### src/rtl/ex_muldiv_unit_if.sv
`default_nettype none
// ============================================================================
// Module   : ex_muldiv_unit_if
// Purpose  : Bundle of the ID/EX-side request signals and the EX-stage result
//            signals of the iterative RV32M multiply/divide unit.
// Signals  : IN_VALID, IN_ALU_OP[4:0], IN_DATA1[31:0], IN_DATA2[31:0],
//            IN_RD[4:0], KILL                      (pipeline -> unit)
//            STALL, OUT_RESULT[31:0], OUT_RD[4:0],
//            OUT_VALID                             (unit -> pipeline)
// Modports : master = pipeline side, slave = multiply/divide unit
// Revision : 1.0  initial release
// ============================================================================
interface ex_muldiv_unit_if;
  logic        IN_VALID;
  logic [4:0]  IN_ALU_OP;
  logic [31:0] IN_DATA1;
  logic [31:0] IN_DATA2;
  logic [4:0]  IN_RD;
  logic        KILL;
  logic        STALL;
  logic [31:0] OUT_RESULT;
  logic [4:0]  OUT_RD;
  logic        OUT_VALID;

  modport master (
    output IN_VALID, IN_ALU_OP, IN_DATA1, IN_DATA2, IN_RD, KILL,
    input  STALL, OUT_RESULT, OUT_RD, OUT_VALID
  );

  modport slave (
    input  IN_VALID, IN_ALU_OP, IN_DATA1, IN_DATA2, IN_RD, KILL,
    output STALL, OUT_RESULT, OUT_RD, OUT_VALID
  );
endinterface
`default_nettype wire

### src/rtl/ex_muldiv_unit.sv
`default_nettype none
// ============================================================================
// Module   : ex_muldiv_unit
// Purpose  : Iterative RV32M multiply/divide unit for the execute stage.
//            32-cycle shift-add multiplier and restoring divider sharing one
//            64-bit accumulator; divide-by-zero and signed overflow are
//            resolved at start without iterating.
// Ports    : CLK  rising-edge clock
//            RST  synchronous active-high reset
//            bus  ex_muldiv_unit_if.slave (request in, STALL/result out)
// Revision : 1.0  initial release
// ============================================================================
module ex_muldiv_unit (
  input  wire logic        CLK,
  input  wire logic        RST,
  ex_muldiv_unit_if.slave  bus
);

  // Low three op-code bits once the 5'b10xxx group has been confirmed
  localparam logic [2:0] c_MUL    = 3'd0;
  localparam logic [2:0] c_MULH   = 3'd1;
  localparam logic [2:0] c_MULHSU = 3'd2;
  localparam logic [2:0] c_DIV    = 3'd4;
  localparam logic [2:0] c_REM    = 3'd6;

  typedef enum logic [1:0] {
    S_IDLE = 2'd0,
    S_CALC = 2'd1,
    S_DONE = 2'd2
  } state_t;

  state_t      r_state;
  logic [4:0]  r_cnt;
  logic [2:0]  r_op;
  logic [4:0]  r_rd;
  logic [31:0] r_opnd;     // multiplicand or divisor magnitude
  logic [63:0] r_acc;      // {partial product | remainder, multiplier | dividend/quotient}
  logic        r_neg_q;    // product / quotient sign
  logic        r_neg_r;    // remainder sign
  logic [31:0] r_result;
  logic [4:0]  r_out_rd;

  // ---------------- start decode ----------------
  logic [2:0]  w_op;
  logic        w_start, w_is_div, w_sgn_a, w_sgn_b, w_neg_a, w_neg_b;
  logic        w_div0, w_ovf;
  logic [31:0] w_mag_a, w_mag_b, w_special;

  assign w_op     = bus.IN_ALU_OP[2:0];
  assign w_start  = (r_state == S_IDLE) && bus.IN_VALID &&
                    (bus.IN_ALU_OP[4:3] == 2'b10) && !bus.KILL;
  assign w_is_div = w_op[2];
  assign w_sgn_a  = (w_op == c_MUL) || (w_op == c_MULH) || (w_op == c_MULHSU) ||
                    (w_op == c_DIV) || (w_op == c_REM);
  assign w_sgn_b  = (w_op == c_MUL) || (w_op == c_MULH) ||
                    (w_op == c_DIV) || (w_op == c_REM);
  assign w_neg_a  = w_sgn_a && bus.IN_DATA1[31];
  assign w_neg_b  = w_sgn_b && bus.IN_DATA2[31];
  assign w_mag_a  = w_neg_a ? (32'd0 - bus.IN_DATA1) : bus.IN_DATA1;
  assign w_mag_b  = w_neg_b ? (32'd0 - bus.IN_DATA2) : bus.IN_DATA2;
  assign w_div0   = w_is_div && (bus.IN_DATA2 == 32'd0);
  assign w_ovf    = ((w_op == c_DIV) || (w_op == c_REM)) &&
                    (bus.IN_DATA1 == 32'h8000_0000) && (bus.IN_DATA2 == 32'hFFFF_FFFF);
  // op[1] selects the remainder flavour within the divide group
  assign w_special = w_div0 ? (w_op[1] ? bus.IN_DATA1 : 32'hFFFF_FFFF)
                            : (w_op[1] ? 32'd0        : 32'h8000_0000);

  // ---------------- iteration step ----------------
  logic [32:0] w_add, w_rsh, w_diff;
  logic [63:0] w_mul_next, w_div_next, w_prod;
  logic [31:0] w_quo, w_rem, w_final;

  // Multiply: conditional add into the upper half, then shift right
  assign w_add      = {1'b0, r_acc[63:32]} + (r_acc[0] ? {1'b0, r_opnd} : 33'd0);
  assign w_mul_next = {w_add, r_acc[31:1]};

  // Divide: shift the next dividend bit into the remainder, trial-subtract;
  // a set borrow bit means the trial failed and the remainder is kept
  assign w_rsh      = r_acc[63:31];
  assign w_diff     = w_rsh - {1'b0, r_opnd};
  assign w_div_next = w_diff[32] ? {w_rsh[31:0],  r_acc[30:0], 1'b0}
                                 : {w_diff[31:0], r_acc[30:0], 1'b1};

  // Sign correction applied to the value produced by the last step
  assign w_prod = r_neg_q ? (64'd0 - w_mul_next) : w_mul_next;
  assign w_quo  = r_neg_q ? (32'd0 - w_div_next[31:0])  : w_div_next[31:0];
  assign w_rem  = r_neg_r ? (32'd0 - w_div_next[63:32]) : w_div_next[63:32];

  always_comb begin
    w_final = w_prod[63:32];
    case (r_op)
      c_MUL:        w_final = w_prod[31:0];
      3'd4, 3'd5:   w_final = w_quo;
      3'd6, 3'd7:   w_final = w_rem;
      default:      w_final = w_prod[63:32];
    endcase
  end

  // ---------------- control ----------------
  always_ff @(posedge CLK) begin
    if (RST) begin
      r_state  <= S_IDLE;
      r_cnt    <= 5'd0;
      r_op     <= 3'd0;
      r_rd     <= 5'd0;
      r_opnd   <= 32'd0;
      r_acc    <= 64'd0;
      r_neg_q  <= 1'b0;
      r_neg_r  <= 1'b0;
      r_result <= 32'd0;
      r_out_rd <= 5'd0;
    end else begin
      case (r_state)
        S_IDLE: begin
          if (w_start) begin
            r_op  <= w_op;
            r_rd  <= bus.IN_RD;
            r_cnt <= 5'd0;
            if (w_div0 || w_ovf) begin
              r_result <= w_special;
              r_out_rd <= bus.IN_RD;
              r_state  <= S_DONE;
            end else begin
              r_opnd  <= w_is_div ? w_mag_b : w_mag_a;
              r_acc   <= {32'd0, (w_is_div ? w_mag_a : w_mag_b)};
              r_neg_q <= w_neg_a ^ w_neg_b;
              r_neg_r <= w_neg_a;
              r_state <= S_CALC;
            end
          end
        end
        S_CALC: begin
          if (bus.KILL) begin
            r_cnt   <= 5'd0;
            r_state <= S_IDLE;
          end else begin
            r_acc <= r_op[2] ? w_div_next : w_mul_next;
            r_cnt <= r_cnt + 5'd1;
            if (r_cnt == 5'd31) begin
              r_result <= w_final;
              r_out_rd <= r_rd;
              r_state  <= S_DONE;
            end
          end
        end
        // ID/EX still holds the finished instruction here; never restart
        S_DONE:  r_state <= S_IDLE;
        default: r_state <= S_IDLE;
      endcase
    end
  end

  assign bus.STALL      = !RST && (w_start || (r_state == S_CALC));
  assign bus.OUT_VALID  = (r_state == S_DONE) && !bus.KILL;
  assign bus.OUT_RESULT = r_result;
  assign bus.OUT_RD     = r_out_rd;

endmodule
`default_nettype wire

### src/flat_wrapper.sv
// flat-port wrapper written by rule: the top's interface ports become plain ports
module ex_muldiv_unit_flat 
  (CLK, RST, bus_IN_VALID, bus_IN_ALU_OP, bus_IN_DATA1, bus_IN_DATA2, bus_IN_RD, bus_KILL, bus_STALL, bus_OUT_RESULT, bus_OUT_RD, bus_OUT_VALID);
  ex_muldiv_unit_if bus_i ();
  input  wire logic CLK;
  input  wire logic RST;
  input wire logic [$bits(bus_i.IN_VALID)-1:0] bus_IN_VALID;
  input wire logic [$bits(bus_i.IN_ALU_OP)-1:0] bus_IN_ALU_OP;
  input wire logic [$bits(bus_i.IN_DATA1)-1:0] bus_IN_DATA1;
  input wire logic [$bits(bus_i.IN_DATA2)-1:0] bus_IN_DATA2;
  input wire logic [$bits(bus_i.IN_RD)-1:0] bus_IN_RD;
  input wire logic [$bits(bus_i.KILL)-1:0] bus_KILL;
  output wire logic [$bits(bus_i.STALL)-1:0] bus_STALL;
  output wire logic [$bits(bus_i.OUT_RESULT)-1:0] bus_OUT_RESULT;
  output wire logic [$bits(bus_i.OUT_RD)-1:0] bus_OUT_RD;
  output wire logic [$bits(bus_i.OUT_VALID)-1:0] bus_OUT_VALID;
  assign bus_i.IN_VALID = bus_IN_VALID;
  assign bus_i.IN_ALU_OP = bus_IN_ALU_OP;
  assign bus_i.IN_DATA1 = bus_IN_DATA1;
  assign bus_i.IN_DATA2 = bus_IN_DATA2;
  assign bus_i.IN_RD = bus_IN_RD;
  assign bus_i.KILL = bus_KILL;
  assign bus_STALL = bus_i.STALL;
  assign bus_OUT_RESULT = bus_i.OUT_RESULT;
  assign bus_OUT_RD = bus_i.OUT_RD;
  assign bus_OUT_VALID = bus_i.OUT_VALID;
  ex_muldiv_unit u_core (.CLK(CLK), .RST(RST), .bus(bus_i));
endmodule
### config.mk
export PLATFORM = sky130hd
export DESIGN_NAME = ex_muldiv_unit_flat
export DESIGN_NICKNAME = d
export VERILOG_FILES = /design/src/rtl/ex_muldiv_unit_if.sv /design/src/rtl/ex_muldiv_unit.sv /design/src/flat_wrapper.sv
export SDC_FILE = /design/constraint.sdc
export NUM_CORES = 1
export LEC_CHECK = 0
export CORE_ASPECT_RATIO = 1.1
export CORE_UTILIZATION = 31
export DETAILED_ROUTE_END_ITERATION = 6
export DONT_BUFFER_PORTS = 1
export GPL_TIMING_DRIVEN = 0
export HOLD_SLACK_MARGIN = 0.08
export PLACE_DENSITY = 0.56
export RECOVER_POWER = 25
export SYNTH_ARGS = -nofsm -noshare
export SYNTH_HDL_FRONTEND = slang
export SYNTH_SLANG_ARGS = --single-unit
### constraint.sdc
create_clock -name CLK -period 6.8 [get_ports CLK]
set_input_delay 1.36 -clock CLK [delete_from_list [all_inputs] [get_ports CLK]]
set_output_delay 1.36 -clock CLK [all_outputs]
set_load 0.05 [all_outputs]
After elaboration in Yosys (flattened, before gate mapping)
Index checks and enable logic that the tools add are counted.
- input bits: 78
- word-level logic and storage cells: 110
- register bits: 150
- multiplexer cells: 36
- $add $sub $neg: 8
- reductions and logical operators: 34
- equal/unequal tests: 20
- bitwise operators: 2
- operator list (kind ; count):
    32-bit two-way mux ; 14
    64-bit two-way mux ; 6
    64-bit case mux with 2 select lines ; 1
    1-bit by 32-bit subtractor with 32-bit output (first input constant) ; 4
    32-bit case mux with 3 select lines ; 1
    32-bit equality test (second input constant) ; 2
    32-bit case mux with 2 select lines ; 1
    1-bit by 64-bit subtractor with 64-bit output (first input constant) ; 1
    32-bit by 33-bit adder with 33-bit output ; 1
    33-bit by 32-bit subtractor with 33-bit output ; 1
    32-bit logical NOT ; 1
    5-bit two-way mux ; 6
    5-bit case mux with 2 select lines ; 2
    3-bit equality test (second input constant) ; 6
    1-bit logical AND ; 10
    1-bit logical OR ; 9
    2-bit two-way mux ; 4
    3-bit logical NOT ; 2
    2-bit != test (second input constant) ; 3
    2-bit AND reduction ; 3
    5-bit by 1-bit adder with 5-bit output (second input constant) ; 1
    5-bit equality test (second input constant) ; 1
    5-bit AND reduction ; 1
    2-bit equality test (second input constant) ; 2
    14 further kinds ; 17

Logic depth before layout (Yosys ltp)
Gate-level depths: netlist (run 1).
- depth in word-level cells: 11
- mapped depth: 23

Worst setup path before layout (run 1)
No wires, ideal clock.
- path type: flip-flop to flip-flop
- from: register u_core.r_acc[31]
- to: register u_core.r_result[18] (netlist: u_core.bus.OUT_RESULT[18])
- period minus slack after synthesis: 5409 ps
- cell stages (with the launch flop): 24
- slack: 1391 ps
- arrival: 5335 ps
- cell sequence: dfxtp_1 -> clkbuf_1 -> inv_1 -> ha_1 -> inv_1 -> fa_1 -> a211oi_1 -> or3_1 -> a211o_1 -> a21oi_1 -> nor4_1 -> nor2_1 -> inv_1 -> buf_1 -> clkbuf_1 -> buf_1 -> ha_1 -> nand2_1 -> o31ai_1 -> xor2_1 -> nor2_1 -> a211oi_1 -> or4_1 -> a31oi_1
- cells in the longest elaborated chain, start to end: 8
- ends and longest elaborated chain (item ; line ; source):
    from (decl) ; ex_muldiv_unit.sv:37 ; logic [63:0] r_acc;
    from (signal assigned) ; ex_muldiv_unit.sv:125 ; r_acc <= {32'd0, (w_is_div ? w_mag_a : w_mag_b)};
    from (signal assigned) ; ex_muldiv_unit.sv:137 ; r_acc <= r_op[2] ? w_div_next : w_mul_next;
    33-bit by 32-bit subtractor with 33-bit output ; ex_muldiv_unit.sv:80 ; assign w_diff = w_rsh - {1'b0, r_opnd};
    64-bit two-way mux ; ex_muldiv_unit.sv:81 ; assign w_div_next = w_diff[32] ? {w_rsh[31:0], r_acc[30:0], 1'b0}
    1-bit by 32-bit subtractor with 32-bit output, on equally long branches ; ex_muldiv_unit.sv:87, ex_muldiv_unit.sv:86 ;
    32-bit two-way mux, on equally long branches ; ex_muldiv_unit.sv:87, ex_muldiv_unit.sv:86 ;
    32-bit case mux with 3 select lines (*) ; ex_muldiv_unit.sv:91 ; case (r_op)
    32-bit two-way mux (*) ; ex_muldiv_unit.sv:139 ; if (r_cnt == 5'd31) begin
    32-bit two-way mux (*) ; ex_muldiv_unit.sv:133 ; if (bus.KILL) begin
    32-bit case mux with 2 select lines (*) ; ex_muldiv_unit.sv:113 ; case (r_state)
    to (signal assigned) ; ex_muldiv_unit.sv:120 ; r_result <= w_special;
    to (signal assigned) ; ex_muldiv_unit.sv:140 ; r_result <= w_final;
    to (decl) ; ex_muldiv_unit.sv:40 ; logic [31:0] r_result;
Mark *: on every way between the ends. The rest lies on a longest branch, timed or not. The select of a mux whose other input is x is not followed.
A chain may end at the register's enable or synchronous reset.

Final worst setup path (run 1)
- from: register u_core.r_acc[31]
- to: register u_core.r_result[5] (netlist: u_core.bus.OUT_RESULT[5])
The elaborated chain is that of the path after synthesis.

==> impl_metrics.tcl, run 1 <==
set metrics [dict create \
    die_h_um 249 \
    synth_edf_count 0 \
    drt_iter0_drc 2086 \
    synthFlopType "dfxtp_1" \
    maxCapViolations 0 \
    setup-tns-final_ns 0 \
    clockBufferDepth 2 \
    slew_headroom 0.0275 \
    vias_per_cell 6.18 \
    synth_nets 2652 \
    via_count 20200 \
    start_util 0.313 \
    ir_drop_mv 0.191 \
    synth_largest_area_cell "dfxtp_1" \
    grt_pass1_wl_mm 132 \
    p_leak_nw 6.67 \
    final_util 0.342 \
    hold_path_class "register to register" \
    wl_per_cell_um 28.2 \
    wirelength_mm 92.0 \
    pin_count 117 \
    ys_ff_latch 150 \
    ys_types 84 \
    period_share 0.989 \
    endpoint_kind "register" \
    final_area_sq_um 18700 \
    n_antenna_cell 0 \
    dr.pass1.iters 6 \
    run_status "complete, no violations" \
    grt_setup_unrepaired "false" \
    grt_max_degree 17 \
    yosysTopAreaCellShare 0.175 \
    netlist_area_sq_um 17200 \
    cts.clk_slew.worst_paths_ns 0.07 \
    fmax_mhz 149 \
    syn_inst 2500 \
    drcViolationCount 0 \
    skew_ns 0.0147 \
    fin_cells 3267 \
    place_congestion 1.01 \
    nFillCells 6034 \
    dpl_cell_area_sq_um 18100 \
    drive_above_1_share 0.0360 \
    htree_num_levels 4 \
    ant_nets 0 \
    synth.area.top_cells "dfxtp_1 (18%), mux2i_1 (6.8%), nor2_1 (6.6%)" \
    fin_crit_ns 6.73 \
    path_cells "inv_1 > ha_1 > inv_1 > fa_1 > a211oi_2 > or3_1 > a211o_1 > a21oi_1 > nor4_2 > buf_4 > nor2_2 > buf_2 > buf_1 > buf_1 > mux2i_1 > xor2_1 > o31ai_1 > nor3_2 > nor2_1" \
    insertion_delay_ns 0.48 \
    synth_area_per_cell_sq_um 6.86 \
    dp.cells 3237 \
    grt_pass1_vias 19300 \
    dieArea_sq_um 56300 \
    worst_pin_slew_ns 1.45 \
    pwr_density_cell_nw_per_um2 166 \
    slowest_stage "buf_1" \
    yosys-top-cells-count "nor2_1 (303), nand2_1 (272), o21ai_0 (203)" \
    hold_ws_ns 0.459 \
    clockRootBuffer "clkbuf_16" \
    core-area_sq_um 54700 \
    hold_viol 0 \
    nNetsFinal 2670 \
    synth_most_common_cell "nor2_1" \
    critPathArrivalTime_ns 7.06 \
    grtUsageTotal 0.321 \
    yosysSeqAreaShare 0.175 \
    ys_warn_count 0 \
    globalRouteOverflowTotal 0 \
    cts_inserted_buffers 17 \
    cp_max_fo 10 \
    dp_hpwl_mm 75.1 \
    holdBufCountCts 0 \
    setup.worst_path.start_class "register" \
    setup_violations 0 \
    syn2layout_area_growth_pct 9.26 \
    async_flop_share 0 \
    cts_sinks 150 \
    criticalPathCategory "register to register" \
    cts_tree "done" \
    drv_slew 0 \
    cp.required_ns 7.13 \
    fp-row-count 90 \
    grt_antenna_before_repair 1 \
    critPathMaxStageDelay_ns 0.75 \
    die_w_um 226 \
    io_buffers 0 \
]
## final cells by class
class	instances	area, sq um	share of cell area
Buffer	183	709	0.0379
Clock buffer	18	429	0.0229
Clock inverter	14	166	0.00888
Inverter	71	274	0.0146
Multi-Input combinational cell	2093	13200	0.705
Sequential cell	150	3000	0.160
Tap cell	736	921	0.0491
Timing Repair Buffer	2	15.0	0.000801
## cell usage in the layout (no fill, tap or decap), types with 19 or more instances in the layout
cell,count
clkbuf_1,163
a31oi_1,36
o31ai_1,45
nand3_1,41
a311oi_1,21
a22oi_1,32
xnor2_1,117
nor3_1,95
o211ai_1,43
and2_1,20
nand4_1,36
or3_1,28
xor2_1,91
ha_1,71
o21ai_0,202
dfxtp_1,149
inv_1,66
nand2_1,272
mux2i_1,115
a21o_1,19
nor2_1,302
a21oi_1,191
a211oi_1,43
nor4_1,22
## worst paths after layout
kind | end | slack, ns | depth (start not counted) | from
setup / recovery | u_core.bus.OUT_RESULT[5]$_SDFFE_PP0P_ | 0.07 | 19 | u_core.r_acc[31]$_SDFFE_PP0P_
hold / removal | u_core.r_opnd[15]$_SDFFE_PP0P_ | 0.46 | 2 | u_core.r_opnd[15]$_SDFFE_PP0P_
setup reg to reg | u_core.bus.OUT_RESULT[5]$_SDFFE_PP0P_ | 0.07 | 19 | u_core.r_acc[31]$_SDFFE_PP0P_
hold reg to reg | u_core.r_opnd[15]$_SDFFE_PP0P_ | 0.46 | 2 | u_core.r_opnd[15]$_SDFFE_PP0P_
## sequential cells by signal, summed over array words and instances, names as in the netlist
signal                 cells
u_core.r_acc              64
u_core.bus.OUT_RESULT     32
u_core.r_opnd             32
u_core.bus.OUT_RD          5
u_core.r_cnt               5
u_core.r_rd                5
u_core.r_op                3
u_core.r_state             2
u_core.r_neg_q             1
u_core.r_neg_r             1
## what timing repair did
item	in CTS	in global routing
setup buffers	1	0
resized for setup	4	13
pin swaps	1	1
setup endpoints to repair	21	14
## worst max-delay path, delay by kind of cell, from the launching register on
family | cells | cell delay (ns)
fa+ha+maj | 2 | 0.50
buf+inv | 6 | 2.29
flops | 1 | 0.54
compound gates | 4 | 1.14
mux | 1 | 0.38
xor+xnor | 1 | 0.30
simple gates | 5 | 1.43
## routing by layer
layer	part of all wire	GRT usage	wire (um)
met1	0.41	0.395	37400
met4	0.068	0.192	6280
met3	0.077	0.0585	7080
met5	0.00011	0	10
met2	0.45	0.518	41300
## metrics by stage
step                power [W]  worst slack, ns
CTS                   0.00307           0.0407
floorplan             0.00166             1.39
finish                0.00312           0.0717
global placement      0.00206            -1.89
global route          0.00321           0.0442
detailed placement    0.00206           -0.989
## logic make-up after synthesis
logic type                 Yosys count  synth area share
buffers and inverters              257            0.0570
adders and majority gates           74            0.0549
AOI/OAI and AO/OA                  769             0.288
and+or+nand+nor                    923             0.249
muxes                              119            0.0697
DFF                                150             0.175
xor gates and xnor gates           208             0.106
## where the power goes
part,internal [W],switching [W],total [W]
clock network,0.000552,0.000470,0.00102
registers,0.000891,0.0000144,0.000906
logic,0.000360,0.000831,0.00119
Note: power is estimated with default switching activity, not from simulation.
==> run 2, diff against run 1 <==
--- a/config.mk
+++ b/config.mk
@@ -11,7 +11,6 @@
 export DONT_BUFFER_PORTS = 1
 export GPL_TIMING_DRIVEN = 0
 export HOLD_SLACK_MARGIN = 0.08
-export PLACE_DENSITY = 0.56
 export RECOVER_POWER = 25
 export SYNTH_ARGS = -nofsm -noshare
 export SYNTH_HDL_FRONTEND = slang
==> impl_metrics.tcl, run 2 (synthesis gave the netlist of run 1 again) <==
set metrics [dict create \
    dieArea_sq_um 56300 \
    cts_sinks 150 \
    largest_register "u_core.r_acc" \
    pin_count 117 \
    hold_depth 2 \
    drcViolationCount 0 \
    skew_ns 0.0190 \
    grt_pass1_wl_mm 126 \
    p_seq_frac 0.293 \
    dr.pass1.iters 7 \
    ir_drop_mv 0.131 \
    grt_pass1_vias 18800 \
    nNetsFinal 2667 \
    die_h_um 249 \
    crit_family "simple AND/OR/NAND/NOR gates" \
    pwr_density_cell_nw_per_um2 165 \
    critPathMaxStageDelay_ns 1.19 \
    die_w_um 226 \
    worst_pin_slew_ns 1.40 \
    largest_reg_flops 64 \
    grt_max_degree 17 \
    htree_num_levels 4 \
    grt_setup_unrepaired "false" \
    critPathArrivalTime_ns 7.18 \
    critPathBufInv 1 \
    drt_iter0_drc 2389 \
    io_buffers 0 \
    grt_antenna_before_repair 1 \
    nFillCells 6146 \
    drive_above_1_share 0.0336 \
    cp.required_ns 7.19 \
    holdBufCountCts 0 \
    fmax_mhz 147 \
    setup_violations 0 \
    p_clk_frac 0.334 \
    hold_viol 0 \
    setup.worst_path.start_class "primary input" \
    wl_per_cell_um 26.7 \
    final_cell_mix "nor2_1 (303), nand2_1 (272), o21ai_0 (203), a21oi_1 (190), clkbuf_1 (161)" \
    hold_path_class "register to register" \
    start_util 0.313 \
    multi_input_area_sq_um 13200 \
    slew_headroom 0.0617 \
    fin_crit_ns 6.80 \
    place_congestion 1.01 \
    clockBufferDepth 2 \
    cts_inserted_buffers 17 \
    switchingPower_w 0.00129 \
    comb_power_share 0.374 \
    core-area_sq_um 54700 \
    ff2ff_path_depth 20 \
    via_count 20200 \
    maxCapViolations 0 \
    globalRouteOverflowTotal 0 \
    syn2layout_area_growth_pct 9.13 \
    final_util 0.342 \
    cp_num_cells 11 \
    clockRootBuffer "clkbuf_16" \
    grtUsageTotal 0.303 \
    layout_commonest_cell "nor2_1" \
    swShare 0.418 \
    path_cells "or4_1 > nor4_1 > nand2_1 > nor4_1 > nor4bb_1 > o21bai_1 > nor2_1 > o21ai_1 > clkbuf_1 > a22oi_1 > nor2_1" \
    insertion_delay_ns 0.47 \
    wirelength_mm 87.1 \
    period_share 0.999 \
    post_cts_buffers 0 \
    criticalPathCategory "primary input to register" \
    ant_nets 0 \
    cts.clk_slew.worst_paths_ns 0.07 \
    fp-row-count 90 \
    design_power_total_w 0.00309 \
    cts_tree "done" \
    p_leak_nw 6.68 \
    slowest_stage "o21ai_1" \
    drv_slew 0 \
    endpoint_kind "register" \
    dp_hpwl_mm 70.0 \
    p_int_w 0.00180 \
    cp_max_fo 10 \
    vias_per_cell 6.19 \
    run_status "complete, no violations" \
    seq_area_sq_um 3000 \
]
==> run 2: cell count changes in the layout (fill, tap and decap cells not counted), sizes merged <==
| cell | delta |
|---|---|
| clkbuf | -2 |
| clkinv | +2 |
| buf | -1 |
| inv | +2 |
| clkdlybuf4s15 | -1 |
| clkinvlp | -3 |
| diode | +1 |
==> run 2: final cells by class <==
class,count,share of cell area
sequential,150,0.160
clock buffer,17,0.0227
clock inverter,15,0.00983
multi-input combinational,2093,0.706
inverter,71,0.0144
buffer,182,0.0374
tap,736,0.0492
antenna,1,0.000134
==> run 2: path summary, 6_finish.rpt <==
path,start,endpoint,slack [ns]
max,bus_IN_DATA2[6],u_core.r_acc[33]$_SDFFE_PP0P_,0.004
min,u_core.r_opnd[30]$_SDFFE_PP0P_,u_core.r_opnd[30]$_SDFFE_PP0P_,0.45
max reg2reg,u_core.r_acc[31]$_SDFFE_PP0P_,u_core.bus.OUT_RESULT[18]$_SDFFE_PP0P_,0.16
min reg2reg,u_core.r_opnd[30]$_SDFFE_PP0P_,u_core.r_opnd[30]$_SDFFE_PP0P_,0.45
==> run 2: worst register-to-register path, stage by stage (launching register included) <==
cell and delay [ns]:
dfxtp_1 0.47, inv_1 0.19, ha_1 0.22, inv_1 0.07
fa_1 0.45, a211oi_4 0.39, or3_1 0.27, a211o_1 0.30
a21oi_2 0.16, o31a_1 0.45, nor2_1 0.37, buf_2 0.41
buf_4 0.35, mux2i_2 0.39, ha_1 0.20, clkbuf_1 0.37
a41oi_1 0.21, xnor2_1 0.39, a211oi_1 0.13, or4_1 0.60
a31oi_1 0.21
==> run 2: repair_timing <==
item | 4_1_cts | 5_1_grt
cloned | 0 | 0
endpoints found under the setup margin | 23 | 22
resized for setup | 6 | 5
hold endpoints to repair | 0 | 0
==> run 2: per-layer routing <==
metal / GRT usage / part of all wire
met1: 0.375 / 0.40
met5: 0 / 0.00013
met3: 0.0579 / 0.088
met2: 0.475 / 0.44
met4: 0.199 / 0.072
==> run 2: per-stage QoR <==
stage          TNS, ns  std cells  worst slack, ns  hold WS (ns)  instance area, sq um
2_1_floorplan        0       2500             1.39         0.432                 17200
3_3_place_gp    -31.26       3236            -1.83         0.442                 18100
3_5_place_dp    -13.64       3236            -1.15         0.444                 18100
4_1_cts              0       3267           0.0129         0.454                 18700
5_1_grt              0       3264           0.0458         0.473                 18700
6_report             0       3265          0.00388         0.454                 18700
==> run 2: power groups by stage <==
stage               Combinational, W  Sequential (W)  Clock [W]
detailed placement           0.00110        0.000923          0
CTS                          0.00111        0.000903    0.00103
floorplan                   0.000741        0.000917          0
finish                       0.00116        0.000905    0.00103
global route                 0.00121        0.000906    0.00106
global placement             0.00111        0.000923          0
